--- config.mk ---
export PLATFORM = sky130hd
export DESIGN_NAME = udma_cpi_pixel_packer
export DESIGN_NICKNAME = d
export VERILOG_FILES = /design/src/rtl/udma_cpi_pixel_packer.sv
export SDC_FILE = /design/constraint.sdc
export NUM_CORES = 1
export LEC_CHECK = 0
export ABC_CLOCK_PERIOD_IN_PS = 3900
export BUFFER_PORTS_ARGS = -buffer_cell sky130_fd_sc_hd__buf_2
export CORE_UTILIZATION = 25
export CTS_CLUSTER_SIZE = 25
export DETAILED_ROUTE_END_ITERATION = 8
export HOLD_SLACK_MARGIN = 0.15
export PLACE_DENSITY_LB_ADDON = 0.2
export SKIP_LAST_GASP = 1
export SLEW_MARGIN = 20
export SYNTH_ARGS = -nofsm -noshare
export SYNTH_HDL_FRONTEND = slang
export SYNTH_SLANG_ARGS = --single-unit
--- constraint.sdc ---
create_clock -name clk_i -period 3.9 [get_ports clk_i]
set_clock_uncertainty 0.05 [all_clocks]
set_input_delay 0.39 -clock clk_i [delete_from_list [all_inputs] [get_ports clk_i]]
set_output_delay 0.39 -clock clk_i [all_outputs]
set_load 0.01 [all_outputs]
--- src/rtl/udma_cpi_pixel_packer.sv ---
// udma_cpi_pixel_packer
// CPI capture path for samples already in the peripheral clock domain.
// A frame FSM handles frame decimation and an optional crop window.
// Accepted 8- or 16-bit pixels are packed LSB-lane-first into OUT_WIDTH words.
// Packed words queue in a small show-ahead FIFO ahead of the uDMA RX port.
module udma_cpi_pixel_packer #(
  parameter int DATA_WIDTH = 10,
  parameter int OUT_WIDTH  = 32,
  parameter int FIFO_DEPTH = 4,
  parameter int CNT_WIDTH  = 16
) (
  input  logic                  clk_i,
  input  logic                  rstn_i,
  input  logic                  cfg_en_i,
  input  logic                  cfg_mode_i,
  input  logic [3:0]            cfg_frame_skip_i,
  input  logic                  cfg_win_en_i,
  input  logic [CNT_WIDTH-1:0]  cfg_x_start_i,
  input  logic [CNT_WIDTH-1:0]  cfg_x_end_i,
  input  logic [CNT_WIDTH-1:0]  cfg_y_start_i,
  input  logic [CNT_WIDTH-1:0]  cfg_y_end_i,
  input  logic                  cfg_clr_i,
  input  logic                  pix_valid_i,
  input  logic [DATA_WIDTH-1:0] pix_data_i,
  input  logic                  hsync_i,
  input  logic                  vsync_i,
  output logic [OUT_WIDTH-1:0]  data_o,
  output logic                  valid_o,
  input  logic                  ready_i,
  output logic                  frame_evt_o,
  output logic                  overflow_o,
  output logic                  busy_o
);

  localparam int LANES8  = OUT_WIDTH / 8;
  localparam int LANES16 = OUT_WIDTH / 16;
  localparam int LANE_W  = $clog2(LANES8);
  localparam int PTR_W   = $clog2(FIFO_DEPTH);

  typedef enum logic [2:0] {
    ST_IDLE     = 3'd0,
    ST_WAIT_SOF = 3'd1,
    ST_CAPTURE  = 3'd2,
    ST_SKIP     = 3'd3,
    ST_FLUSH    = 3'd4
  } state_t;

  state_t state;
  state_t state_nxt;

  // sync edge detection
  logic vsync_q;
  logic hsync_q;
  logic sof;
  logic eof;
  logic eol;

  logic [3:0] skip_cnt;

  // coordinates and per-frame configuration snapshot
  logic [CNT_WIDTH-1:0] x_cnt;
  logic [CNT_WIDTH-1:0] y_cnt;
  logic                 mode_q;
  logic                 win_en_q;
  logic [CNT_WIDTH-1:0] x_start_q;
  logic [CNT_WIDTH-1:0] x_end_q;
  logic [CNT_WIDTH-1:0] y_start_q;
  logic [CNT_WIDTH-1:0] y_end_q;

  // packing
  logic [7:0]           pix8;
  logic [15:0]          pix16;
  logic                 in_win;
  logic                 accept;
  logic [LANE_W-1:0]    lane;
  logic [LANE_W-1:0]    last_lane;
  logic [OUT_WIDTH-1:0] pack;
  logic [OUT_WIDTH-1:0] pack8_nxt;
  logic [OUT_WIDTH-1:0] pack16_nxt;
  logic [OUT_WIDTH-1:0] pack_nxt;
  logic                 push_req;
  logic [OUT_WIDTH-1:0] push_word;

  // output FIFO
  logic [OUT_WIDTH-1:0] mem [FIFO_DEPTH];
  logic [PTR_W-1:0]     wr_ptr;
  logic [PTR_W-1:0]     rd_ptr;
  logic [PTR_W:0]       count;
  logic                 full;
  logic                 empty;
  logic                 pop;
  logic                 push_ok;
  logic                 overflow;

  assign sof = vsync_i & ~vsync_q;
  assign eof = ~vsync_i & vsync_q;
  assign eol = ~hsync_i & hsync_q;

  assign pix8  = pix_data_i[DATA_WIDTH-1 -: 8];
  assign pix16 = 16'(pix_data_i);

  // Register the sync levels so edges can be detected one cycle later.
  always_ff @(posedge clk_i) begin
    if (!rstn_i) begin
      vsync_q <= 1'b0;
      hsync_q <= 1'b0;
    end else begin
      vsync_q <= vsync_i;
      hsync_q <= hsync_i;
    end
  end

  // Frame FSM state register.
  always_ff @(posedge clk_i) begin
    if (!rstn_i) begin
      state <= ST_IDLE;
    end else begin
      state <= state_nxt;
    end
  end

  // Frame FSM next-state logic; disabling capture always returns to IDLE.
  always_comb begin
    state_nxt = state;
    case (state)
      ST_IDLE: begin
        if (cfg_en_i) state_nxt = ST_WAIT_SOF;
        else          state_nxt = ST_IDLE;
      end
      ST_WAIT_SOF: begin
        if (!cfg_en_i)                state_nxt = ST_IDLE;
        else if (sof && skip_cnt == 4'd0) state_nxt = ST_CAPTURE;
        else if (sof)                 state_nxt = ST_SKIP;
        else                          state_nxt = ST_WAIT_SOF;
      end
      ST_CAPTURE: begin
        if (!cfg_en_i) state_nxt = ST_IDLE;
        else if (eof)  state_nxt = ST_FLUSH;
        else           state_nxt = ST_CAPTURE;
      end
      ST_SKIP: begin
        if (!cfg_en_i) state_nxt = ST_IDLE;
        else if (eof)  state_nxt = ST_WAIT_SOF;
        else           state_nxt = ST_SKIP;
      end
      ST_FLUSH: begin
        if (!cfg_en_i) state_nxt = ST_IDLE;
        else           state_nxt = ST_WAIT_SOF;
      end
      default: state_nxt = ST_IDLE;
    endcase
  end

  // Decimation counter: reloaded after each captured frame, counted down per skipped frame.
  always_ff @(posedge clk_i) begin
    if (!rstn_i) begin
      skip_cnt <= 4'd0;
    end else if (state == ST_IDLE) begin
      skip_cnt <= 4'd0;
    end else if (state == ST_FLUSH && cfg_en_i) begin
      skip_cnt <= cfg_frame_skip_i;
    end else if (state == ST_WAIT_SOF && cfg_en_i && sof && skip_cnt != 4'd0) begin
      skip_cnt <= skip_cnt - 4'd1;
    end else begin
      skip_cnt <= skip_cnt;
    end
  end

  // Saturating x/y coordinate counters; x is the pixel index within the current line.
  always_ff @(posedge clk_i) begin
    if (!rstn_i) begin
      x_cnt <= {CNT_WIDTH{1'b0}};
      y_cnt <= {CNT_WIDTH{1'b0}};
    end else begin
      if (sof || eol) begin
        x_cnt <= {CNT_WIDTH{1'b0}};
      end else if (pix_valid_i && hsync_i && x_cnt != {CNT_WIDTH{1'b1}}) begin
        x_cnt <= x_cnt + CNT_WIDTH'(1);
      end else begin
        x_cnt <= x_cnt;
      end
      if (sof) begin
        y_cnt <= {CNT_WIDTH{1'b0}};
      end else if (eol && y_cnt != {CNT_WIDTH{1'b1}}) begin
        y_cnt <= y_cnt + CNT_WIDTH'(1);
      end else begin
        y_cnt <= y_cnt;
      end
    end
  end

  // Snapshot mode and window at start of frame so mid-frame writes cannot tear a frame.
  always_ff @(posedge clk_i) begin
    if (!rstn_i) begin
      mode_q    <= 1'b0;
      win_en_q  <= 1'b0;
      x_start_q <= {CNT_WIDTH{1'b0}};
      x_end_q   <= {CNT_WIDTH{1'b0}};
      y_start_q <= {CNT_WIDTH{1'b0}};
      y_end_q   <= {CNT_WIDTH{1'b0}};
    end else if (sof) begin
      mode_q    <= cfg_mode_i;
      win_en_q  <= cfg_win_en_i;
      x_start_q <= cfg_x_start_i;
      x_end_q   <= cfg_x_end_i;
      y_start_q <= cfg_y_start_i;
      y_end_q   <= cfg_y_end_i;
    end else begin
      mode_q    <= mode_q;
      win_en_q  <= win_en_q;
      x_start_q <= x_start_q;
      x_end_q   <= x_end_q;
      y_start_q <= y_start_q;
      y_end_q   <= y_end_q;
    end
  end

  assign in_win = ~win_en_q |
                  ((x_cnt >= x_start_q) & (x_cnt <= x_end_q) &
                   (y_cnt >= y_start_q) & (y_cnt <= y_end_q));

  assign accept    = (state == ST_CAPTURE) & cfg_en_i & pix_valid_i & hsync_i & in_win;
  assign last_lane = mode_q ? LANE_W'(LANES16 - 1) : LANE_W'(LANES8 - 1);

  // Insert the incoming pixel into the current lane for both pixel sizes.
  always_comb begin
    pack8_nxt  = pack;
    pack16_nxt = pack;
    for (int i = 0; i < LANES8; i++) begin
      if (lane == LANE_W'(i)) pack8_nxt[i*8 +: 8] = pix8;
      else                    pack8_nxt[i*8 +: 8] = pack[i*8 +: 8];
    end
    for (int i = 0; i < LANES16; i++) begin
      if (lane == LANE_W'(i)) pack16_nxt[i*16 +: 16] = pix16;
      else                    pack16_nxt[i*16 +: 16] = pack[i*16 +: 16];
    end
    if (mode_q) pack_nxt = pack16_nxt;
    else        pack_nxt = pack8_nxt;
  end

  // Word push: a full word as soon as its last lane fills, or the partial word at FLUSH.
  always_comb begin
    push_req  = 1'b0;
    push_word = pack;
    if (accept && lane == last_lane) begin
      push_req  = 1'b1;
      push_word = pack_nxt;
    end else if (state == ST_FLUSH && cfg_en_i && lane != {LANE_W{1'b0}}) begin
      push_req  = 1'b1;
      push_word = pack;
    end else begin
      push_req  = 1'b0;
      push_word = pack;
    end
  end

  // Pack register; cleared outside CAPTURE so partial words never survive a frame and
  // unused upper lanes of a flushed word read as zero.
  always_ff @(posedge clk_i) begin
    if (!rstn_i) begin
      pack <= {OUT_WIDTH{1'b0}};
      lane <= {LANE_W{1'b0}};
    end else if (state != ST_CAPTURE || !cfg_en_i) begin
      pack <= {OUT_WIDTH{1'b0}};
      lane <= {LANE_W{1'b0}};
    end else if (accept && lane == last_lane) begin
      pack <= {OUT_WIDTH{1'b0}};
      lane <= {LANE_W{1'b0}};
    end else if (accept) begin
      pack <= pack_nxt;
      lane <= lane + LANE_W'(1);
    end else begin
      pack <= pack;
      lane <= lane;
    end
  end

  assign empty   = (count == {(PTR_W+1){1'b0}});
  assign full    = (count == (PTR_W+1)'(FIFO_DEPTH));
  assign pop     = ~empty & ready_i;
  assign push_ok = push_req & (~full | pop);

  // FIFO storage; data is only observable through valid entries.
  always_ff @(posedge clk_i) begin
    if (push_ok && !cfg_clr_i) begin
      mem[wr_ptr] <= push_word;
    end
  end

  // FIFO pointers, occupancy and sticky overflow; cfg_clr_i flushes and discards any push.
  always_ff @(posedge clk_i) begin
    if (!rstn_i) begin
      wr_ptr   <= {PTR_W{1'b0}};
      rd_ptr   <= {PTR_W{1'b0}};
      count    <= {(PTR_W+1){1'b0}};
      overflow <= 1'b0;
    end else if (cfg_clr_i) begin
      wr_ptr   <= {PTR_W{1'b0}};
      rd_ptr   <= {PTR_W{1'b0}};
      count    <= {(PTR_W+1){1'b0}};
      overflow <= 1'b0;
    end else begin
      if (push_ok) wr_ptr <= wr_ptr + PTR_W'(1);
      else         wr_ptr <= wr_ptr;
      if (pop) rd_ptr <= rd_ptr + PTR_W'(1);
      else     rd_ptr <= rd_ptr;
      case ({push_ok, pop})
        2'b10:   count <= count + (PTR_W+1)'(1);
        2'b01:   count <= count - (PTR_W+1)'(1);
        default: count <= count;
      endcase
      if (push_req && !push_ok) overflow <= 1'b1;
      else                      overflow <= overflow;
    end
  end

  assign data_o      = empty ? {OUT_WIDTH{1'b0}} : mem[rd_ptr];
  assign valid_o     = ~empty;
  assign overflow_o  = overflow;
  assign busy_o      = (state != ST_IDLE);
  assign frame_evt_o = (state == ST_FLUSH) & cfg_en_i;

endmodule

==> results.json, run 1 <==
{
  "num_rows": 84,
  "clk_pin_slew_ns": 0.06,
  "core-area_mm2": 0.05276,
  "cts_tree": "done",
  "wl_um": 34530,
  "synthArstFlopShare_pct": 0,
  "vias": 9844,
  "n_fill_cell": 5481,
  "fin_ws_ns": 0.3892,
  "ys_seq_area_share_pct": 51.34,
  "cts.sinks": 279,
  "ys_ff_latch": 279,
  "fin_crit_ns": 3.511,
  "worstSetupEndpointType": "register",
  "grt_pass1_vias": 10050,
  "syn_inst": 1285,
  "synthTopCellsByArea": "edfxtp_1, dfxtp_1, ha_1, nand2_1, mux4_2",
  "wire_per_inst_um": 15.77,
  "cp-start-kind": "register",
  "hp-class": "input port to register",
  "synthXorXnorAreaFrac_pct": 2.292,
  "yosys.cell_count.top_type": "nand2_1",
  "max_freq_ghz": 0.2848,
  "post_cts_buffers": 0,
  "overflow": 0,
  "hold_violations": 0,
  "ios": 124,
  "finalWeightedCongestion": 0.7866,
  "drt_iter0_markers": 506,
  "synth_edf_count": 128,
  "syn_area_per_cell_um2": 10.41,
  "reg2regPathDepth": 12,
  "drtPass1Iterations": 7,
  "worstHoldPathCells": 3,
  "r2r_end": "count[1]$_SDFFE_PP0P_",
  "total_leakage_power_nw": 6.237,
  "critPathRequiredTime_ns": 4.28,
  "dp_hpwl_um": 23650,
  "status": "finished, violations left",
  "finalInstanceArea_mm2": 0.01665,
  "grt_max_degree": 58,
  "yosys-top-cells-count": "nand2_1, dfxtp_1, edfxtp_1",
  "syn-num-nets": 1449,
  "holdPathEnd": "x_start_q[15]$_SDFFE_PN0P_",
  "drive_above_1_share_pct": 16.86,
  "peakVddDrop_mv": 0.2209,
  "rsz0062_at_grt": "false",
  "syn_area_mm2": 0.01338,
  "port_buffers": 123,
  "max-slew-margin-rel_pct": 48.69,
  "synth_top_family_by_area": "simple AND/OR/NAND/NOR gates",
  "max_slew.worst_pin.slew_ns": 0.7696,
  "synth-compound-area-share_pct": 13.22,
  "yosys_warnings": 0,
  "start_util_pct": 25.35,
  "cap_violations": 0,
  "violations": "design-rule violations",
  "synth_top_area_cell": "edfxtp_1",
  "finalCritPeriodShare_pct": 90.02,
  "slew_violations": 0,
  "grt_use_total_pct": 13.13,
  "worstHoldStart": "cfg_x_start_i[15]",
  "die_height_um": 233.3,
  "antenna_left": 0,
  "cts_made_buffers": 35,
  "grt_pass1_wl_um": 55480,
  "post_dp_cell_area_mm2": 0.01479,
  "synth.distinct_cells": 69,
  "path_max_fanout": 7,
  "drc": 26,
  "synth_ff_type": "dfxtp_1",
  "worstSkewPairLatency_ns": 0.53,
  "pre_cts_ws_ns": 0.2544,
  "power.density_mw_per_mm2": 399.1,
  "rrSetupSlack_ns": 0.39,
  "htree_num_levels": 2,
  "antenna_found_initial": 2,
  "arrival_ns": 3.89,
  "die_w_um": 233.3,
  "r2r-start": "y_cnt[7]$_SDFFE_PP0P_",
  "worstSetupPathType": "register to register",
  "synthMuxAreaShare_pct": 5.688,
  "yosys.area_share.adder_pct": 7.166,
  "die_area_mm2": 0.05443,
  "tns_ns": 0,
  "layout.nets": 1640,
  "fin_hold_ws_ns": 0.1745,
  "cts-root-buf": "clkbuf_16",
  "startpoint": "y_cnt[7]$_SDFFE_PP0P_",
  "area_growth_pct": 24.51,
  "yosys.area.top_type_share_pct": 28.74,
  "setup_viol": 0,
  "yosys.area_share.simple_pct": 16.17,
  "via_per_inst": 4.495,
  "clock_path_buffers": 3
}
kinds of logic (layout without fill, tap and decap cells):
| group | after synthesis | in the layout |
|---|---|---|
| other | 0 | 1 |
| multiplexers | 36 | 36 |
| AO/OA/AOI/OAI | 255 | 255 |
| adder cells (fa/ha/maj) | 76 | 76 |
| AND/OR/NAND/NOR | 466 | 466 |
| buffers and inverters | 138 | 354 |
| XOR/XNOR | 35 | 35 |
| flip-flops | 279 | 279 |
cell usage in the layout, fill, tap and decap left out, drive strengths merged, types with 12 or more instances in the layout:
cell type    count
o21ai           49
edfxtp         128
a21boi          68
buf            143
mux4            32
dfxtp          151
ha              75
and2            41
nand2          210
nor2b           34
dlygate4sd3     74
inv             76
a211oi          12
xor2            24
nand4           17
a21oi           55
nand3           21
nor2            94
a31oi           14
clkbuf          48
routing by layer:
metal  part of all wire (%)  up-vias  track usage, %
met3                    4.5       49           2.380
met5                  0.029        -               0
met4                    2.1        2           4.024
met2                     49      189           22.63
li1                       -     4926               -
met1                     45     4678           16.54
cell type report:
class / instances / area (um2) / area share (%)
diodes: 1 / 2.502 / 0.01503
inverters: 75 / 281.5 / 1.690
flip-flops and latches: 279 / 6868 / 41.24
repair buffers: 217 / 1556 / 9.346
clock inverters: 14 / 152.6 / 0.9166
well taps: 688 / 860.8 / 5.169
clock buffers: 48 / 964.7 / 5.793
multi-input cells: 868 / 5967 / 35.83
stage by stage:
step	cells	utilization [%]	power (mW)
after global routing	2189	31.56	6.949
after detailed placement	2053	28.04	3.486
final	2190	31.56	6.646
after CTS	2189	31.56	6.783
after global placement	2053	28.04	3.482
after floorplan	1285	-	3.350
sequential cells by signal, indices dropped and copies added (netlist names), 16 cells and up, named ones only:
| register | cells |
|---|---|
| mem | 128 |
| y_end_q | 16 |
| x_start_q | 16 |
| y_start_q | 16 |
| pack | 32 |
| x_cnt | 16 |
| x_end_q | 16 |
| y_cnt | 16 |
how the worst max path moves through the flow:
stage                             to  slack [ns]  depth (start not counted)
6_report       count[1]$_SDFFE_PP0P_        0.39                         12
5_1_grt          mem[1][5]$_DFFE_PP_        0.02                         10
4_1_cts          mem[0][6]$_DFFE_PP_        0.20                         10
3_5_place_dp     mem[0][6]$_DFFE_PP_        0.25                         10
3_3_place_gp     mem[0][6]$_DFFE_PP_        0.27                         10
2_1_floorplan    mem[1][0]$_DFFE_PP_        0.41                         11
power breakdown:
part / switching (mW) / internal (mW) / leakage (nW) / total [mW]
combinational: 0.206 / 0.171 / 3.10 / 0.377
clock: 1.24 / 1.93 / 0.538 / 3.17
sequential: 0.0224 / 3.07 / 2.59 / 3.10
critical path, stage by stage (launching register included):
cell and delay (ns):
dfxtp_1 0.48, ha_1 0.30, and3_1 0.17, a221oi_1 0.25
o21ai_0 0.22, a31oi_4 0.30, nor3_4 0.06, a21o_1 0.21
nor2_1 0.19, nand3_1 0.12, fa_1 0.46, a211o_1 0.26
a2111oi_2 0.34
what timing repair did:
action,CTS,global route
endpoints found under the setup margin,0,4
gates resized for setup,0,1
endpoints found under the hold margin,76,0
hold buffers,74,0
(Power assumes the default switching activity.)
==> run 2, diff against run 1 <==
--- a/config.mk
+++ b/config.mk
@@ -5,6 +5,7 @@
 export SDC_FILE = /design/constraint.sdc
 export NUM_CORES = 1
 export LEC_CHECK = 0
+export ABC_AREA = 1
 export ABC_CLOCK_PERIOD_IN_PS = 3900
 export BUFFER_PORTS_ARGS = -buffer_cell sky130_fd_sc_hd__buf_2
 export CORE_UTILIZATION = 25
@@ -12,6 +13,7 @@
 export DETAILED_ROUTE_END_ITERATION = 8
 export HOLD_SLACK_MARGIN = 0.15
 export PLACE_DENSITY_LB_ADDON = 0.2
+export SETUP_SLACK_MARGIN = 0.15
 export SKIP_LAST_GASP = 1
 export SLEW_MARGIN = 20
 export SYNTH_ARGS = -nofsm -noshare
==> run 2 against run 1 <==
  * The run now ends clean
  * Synthesized area rose by 2.4%
  * Maximum frequency rose by 7.2%
  * Clock power is 6% higher
  * Critical path depth grew 3
  * Hold slack improved by 0.040 ns
  * Critical endpoint is now mem[3][12]$_DFFE_PP_
  * Non-clock buffer count is 4 higher
  * First-iteration DRC count decreased by 7.1%
  * Flip-flop and latch count is the same
==> results.json, run 2 <==
{
  "total_leakage_power_nw": 6.749,
  "yosys.area_share.simple_pct": 16.84,
  "die_height_um": 236.0,
  "vias": 11320,
  "via_per_inst": 4.460,
  "post_cts_buffers": 0,
  "syn_area_per_cell_um2": 8.415,
  "p_clk_share_pct": 48.6,
  "switching_share_pct": 22.76,
  "synthMuxAreaShare_pct": 0,
  "cp-start-kind": "register",
  "syn_inst": 1627,
  "seq_area_mm2": 0.006868,
  "clock_path_buffers": 3,
  "clk_pin_slew_ns": 0.06,
  "cts_tree": "done",
  "fin_crit_ns": 3.276,
  "synthArstFlopShare_pct": 0,
  "fin_ws_ns": 0.6239,
  "cts.sinks": 279,
  "drive_above_1_share_pct": 14.34,
  "largest_register": "mem",
  "p_switching_mw": 1.572,
  "yosys.area.top_type_share_pct": 28.08,
  "worstSkewPairLatency_ns": 0.55,
  "grt_pass1_vias": 10970,
  "largest_register_ffs": 128,
  "n_fill_cell": 5661,
  "cts-root-buf": "clkbuf_16",
  "max_freq_ghz": 0.3052,
  "synth_top_family_by_area": "compound AO/OA/AOI/OAI gates",
  "start_util_pct": 25.39,
  "max_slew.worst_pin.slew_ns": 0.8961,
  "grt_pass1_wl_um": 61230,
  "ys_ff_latch": 279,
  "die_area_mm2": 0.05570,
  "multi_input_area_mm2": 0.005797,
  "wire_per_inst_um": 15.31,
  "cts_made_buffers": 35,
  "p_int_mw": 5.334,
  "ios": 124,
  "syn-num-nets": 1791,
  "drc": 0,
  "status": "completed",
  "finalWeightedCongestion": 0.7980,
  "tns_ns": 0,
  "drtPass1Iterations": 5,
  "port_buffers": 123,
  "path_max_fanout": 19,
  "overflow": 0,
  "reg_top3": "mem (128), pack (32)",
  "core-area_mm2": 0.05392,
  "peakVddDrop_mv": 0.2958,
  "syn_area_mm2": 0.01369,
  "slew_violations": 0,
  "synth-compound-area-share_pct": 18.04,
  "htree_num_levels": 2,
  "finalCritPeriodShare_pct": 84.00,
  "setup_viol": 0,
  "die_w_um": 236.0,
  "comb_power_share_pct": 6.4,
  "worstSetupEndpointType": "register",
  "hp-class": "input port to register",
  "arrival_ns": 3.51,
  "critPathRequiredTime_ns": 4.13,
  "layout.nets": 1979,
  "max-slew-margin-rel_pct": 40.19,
  "synth_edf_count": 128,
  "drt_iter0_markers": 470,
  "pre_cts_ws_ns": 0.5678,
  "antenna_left": 0,
  "num_rows": 85,
  "yosys.cell_count.top_type": "nand2_1",
  "synth_top_area_cell": "edfxtp_1",
  "yosys-top-cells-count": "nand2_1, nor2_1, o21ai_0",
  "hold_violations": 0,
  "synth.distinct_cells": 49,
  "pwr-share-seq_pct": 45.0,
  "ys_seq_area_share_pct": 50.16,
  "cts_resized": 0,
  "synth_ff_type": "dfxtp_1",
  "grt_use_total_pct": 13.97,
  "synthTopCellsByArea": "edfxtp_1, dfxtp_1, nand2_1, o21ai_0, ha_1",
  "yosys.area_share.adder_pct": 7.001,
  "antenna_found_initial": 1,
  "worstSetupPathType": "register to register",
  "dp_hpwl_um": 26060,
  "rsz0062_at_grt": "false",
  "power.density_mw_per_mm2": 406.8,
  "wl_um": 38830,
  "layout_common_cells": "nand2_1, nor2_1, o21ai_0",
  "insertedDiodeCount": 0,
  "cap_violations": 0,
  "grt_max_degree": 71,
  "synthXorXnorAreaFrac_pct": 0.3838,
  "final_common_cell": "nand2_1",
  "yosys_warnings": 0,
  "area_growth_pct": 24.00,
  "holdBufCountCts": 72
}
[run 2: final timing paths]
check	end	slack, ns	startpoint	cells after the start
worst max-delay path	mem[3][12]$_DFFE_PP_	0.62	y_cnt[9]$_SDFFE_PP0P_	15
worst min-delay path	x_end_q[7]$_SDFFE_PN0P_	0.21	cfg_x_end_i[7]	3
worst max register to register	mem[3][12]$_DFFE_PP_	0.62	y_cnt[9]$_SDFFE_PP0P_	15
worst min register to register	x_start_q[11]$_SDFFE_PN0P_	0.41	x_start_q[11]$_SDFFE_PN0P_	2
[run 2: critical path: stages (launching register included)]
cell     delay [ns]
dfxtp_1        0.46
ha_1           0.29
nand2_1        0.07
inv_1          0.03
o21ai_0        0.14
a21oi_1        0.08
nor2_1         0.08
nand2_1        0.06
nand2_1        0.09
nand4_1        0.16
nand2_2        0.12
nand3_2        0.19
inv_1          0.57
buf_4          0.31
nand2_1        0.06
o21ai_1        0.25
[run 2: final cells by class]
type | count | share of cell area (%)
Timing Repair Buffer | 221 | 9.095
Multi-Input combinational cell | 1090 | 34.15
Clock buffer | 49 | 5.889
Clock inverter | 14 | 1.120
Sequential cell | 279 | 40.46
Inverter | 188 | 4.164
Tap cell | 696 | 5.130
[run 2: routing by layer]
metal  up-vias  global-route usage [%]  routed length [um]
li1       5828                       -                   -
met1      5231                   18.02               18060
met2       200                   23.74               18380
met3        54                   2.247                1504
met4         2                   4.357                 874
met5         -                       0                  13
[run 2: cells by family after synthesis]
family / Yosys count
xor gates and xnor gates: 6
and+or+nand+nor: 557
adders and majority gates: 76
AOI/OAI and AO/OA: 451
buffers and inverters: 258
DFF: 279
[run 2: through the flow]
| stage | hold slack [ns] | area (um2) | std cells | utilization [%] | total power, mW |
|---|---|---|---|---|---|
| floorplan | 0.3831 | 13690 | 1627 | - | 3.406 |
| detailed placement | 0.4068 | 15070 | 2402 | 27.94 | 3.560 |
| global route | 0.2014 | 16980 | 2537 | 31.48 | 7.189 |
| finish | 0.2146 | 16980 | 2537 | 31.48 | 6.905 |
| global placement | 0.4019 | 15070 | 2402 | 27.94 | 3.558 |
| CTS | 0.1690 | 16980 | 2537 | 31.48 | 7.029 |
[run 2: power groups by stage]
stage	sequential (mW)	clock [mW]	combinational [mW]
after global routing	3.11	3.58	0.504
after detailed placement	3.17	0	0.393
after CTS	3.10	3.47	0.450
after global placement	3.17	0	0.392
after floorplan	3.16	0	0.242
final	3.10	3.36	0.443
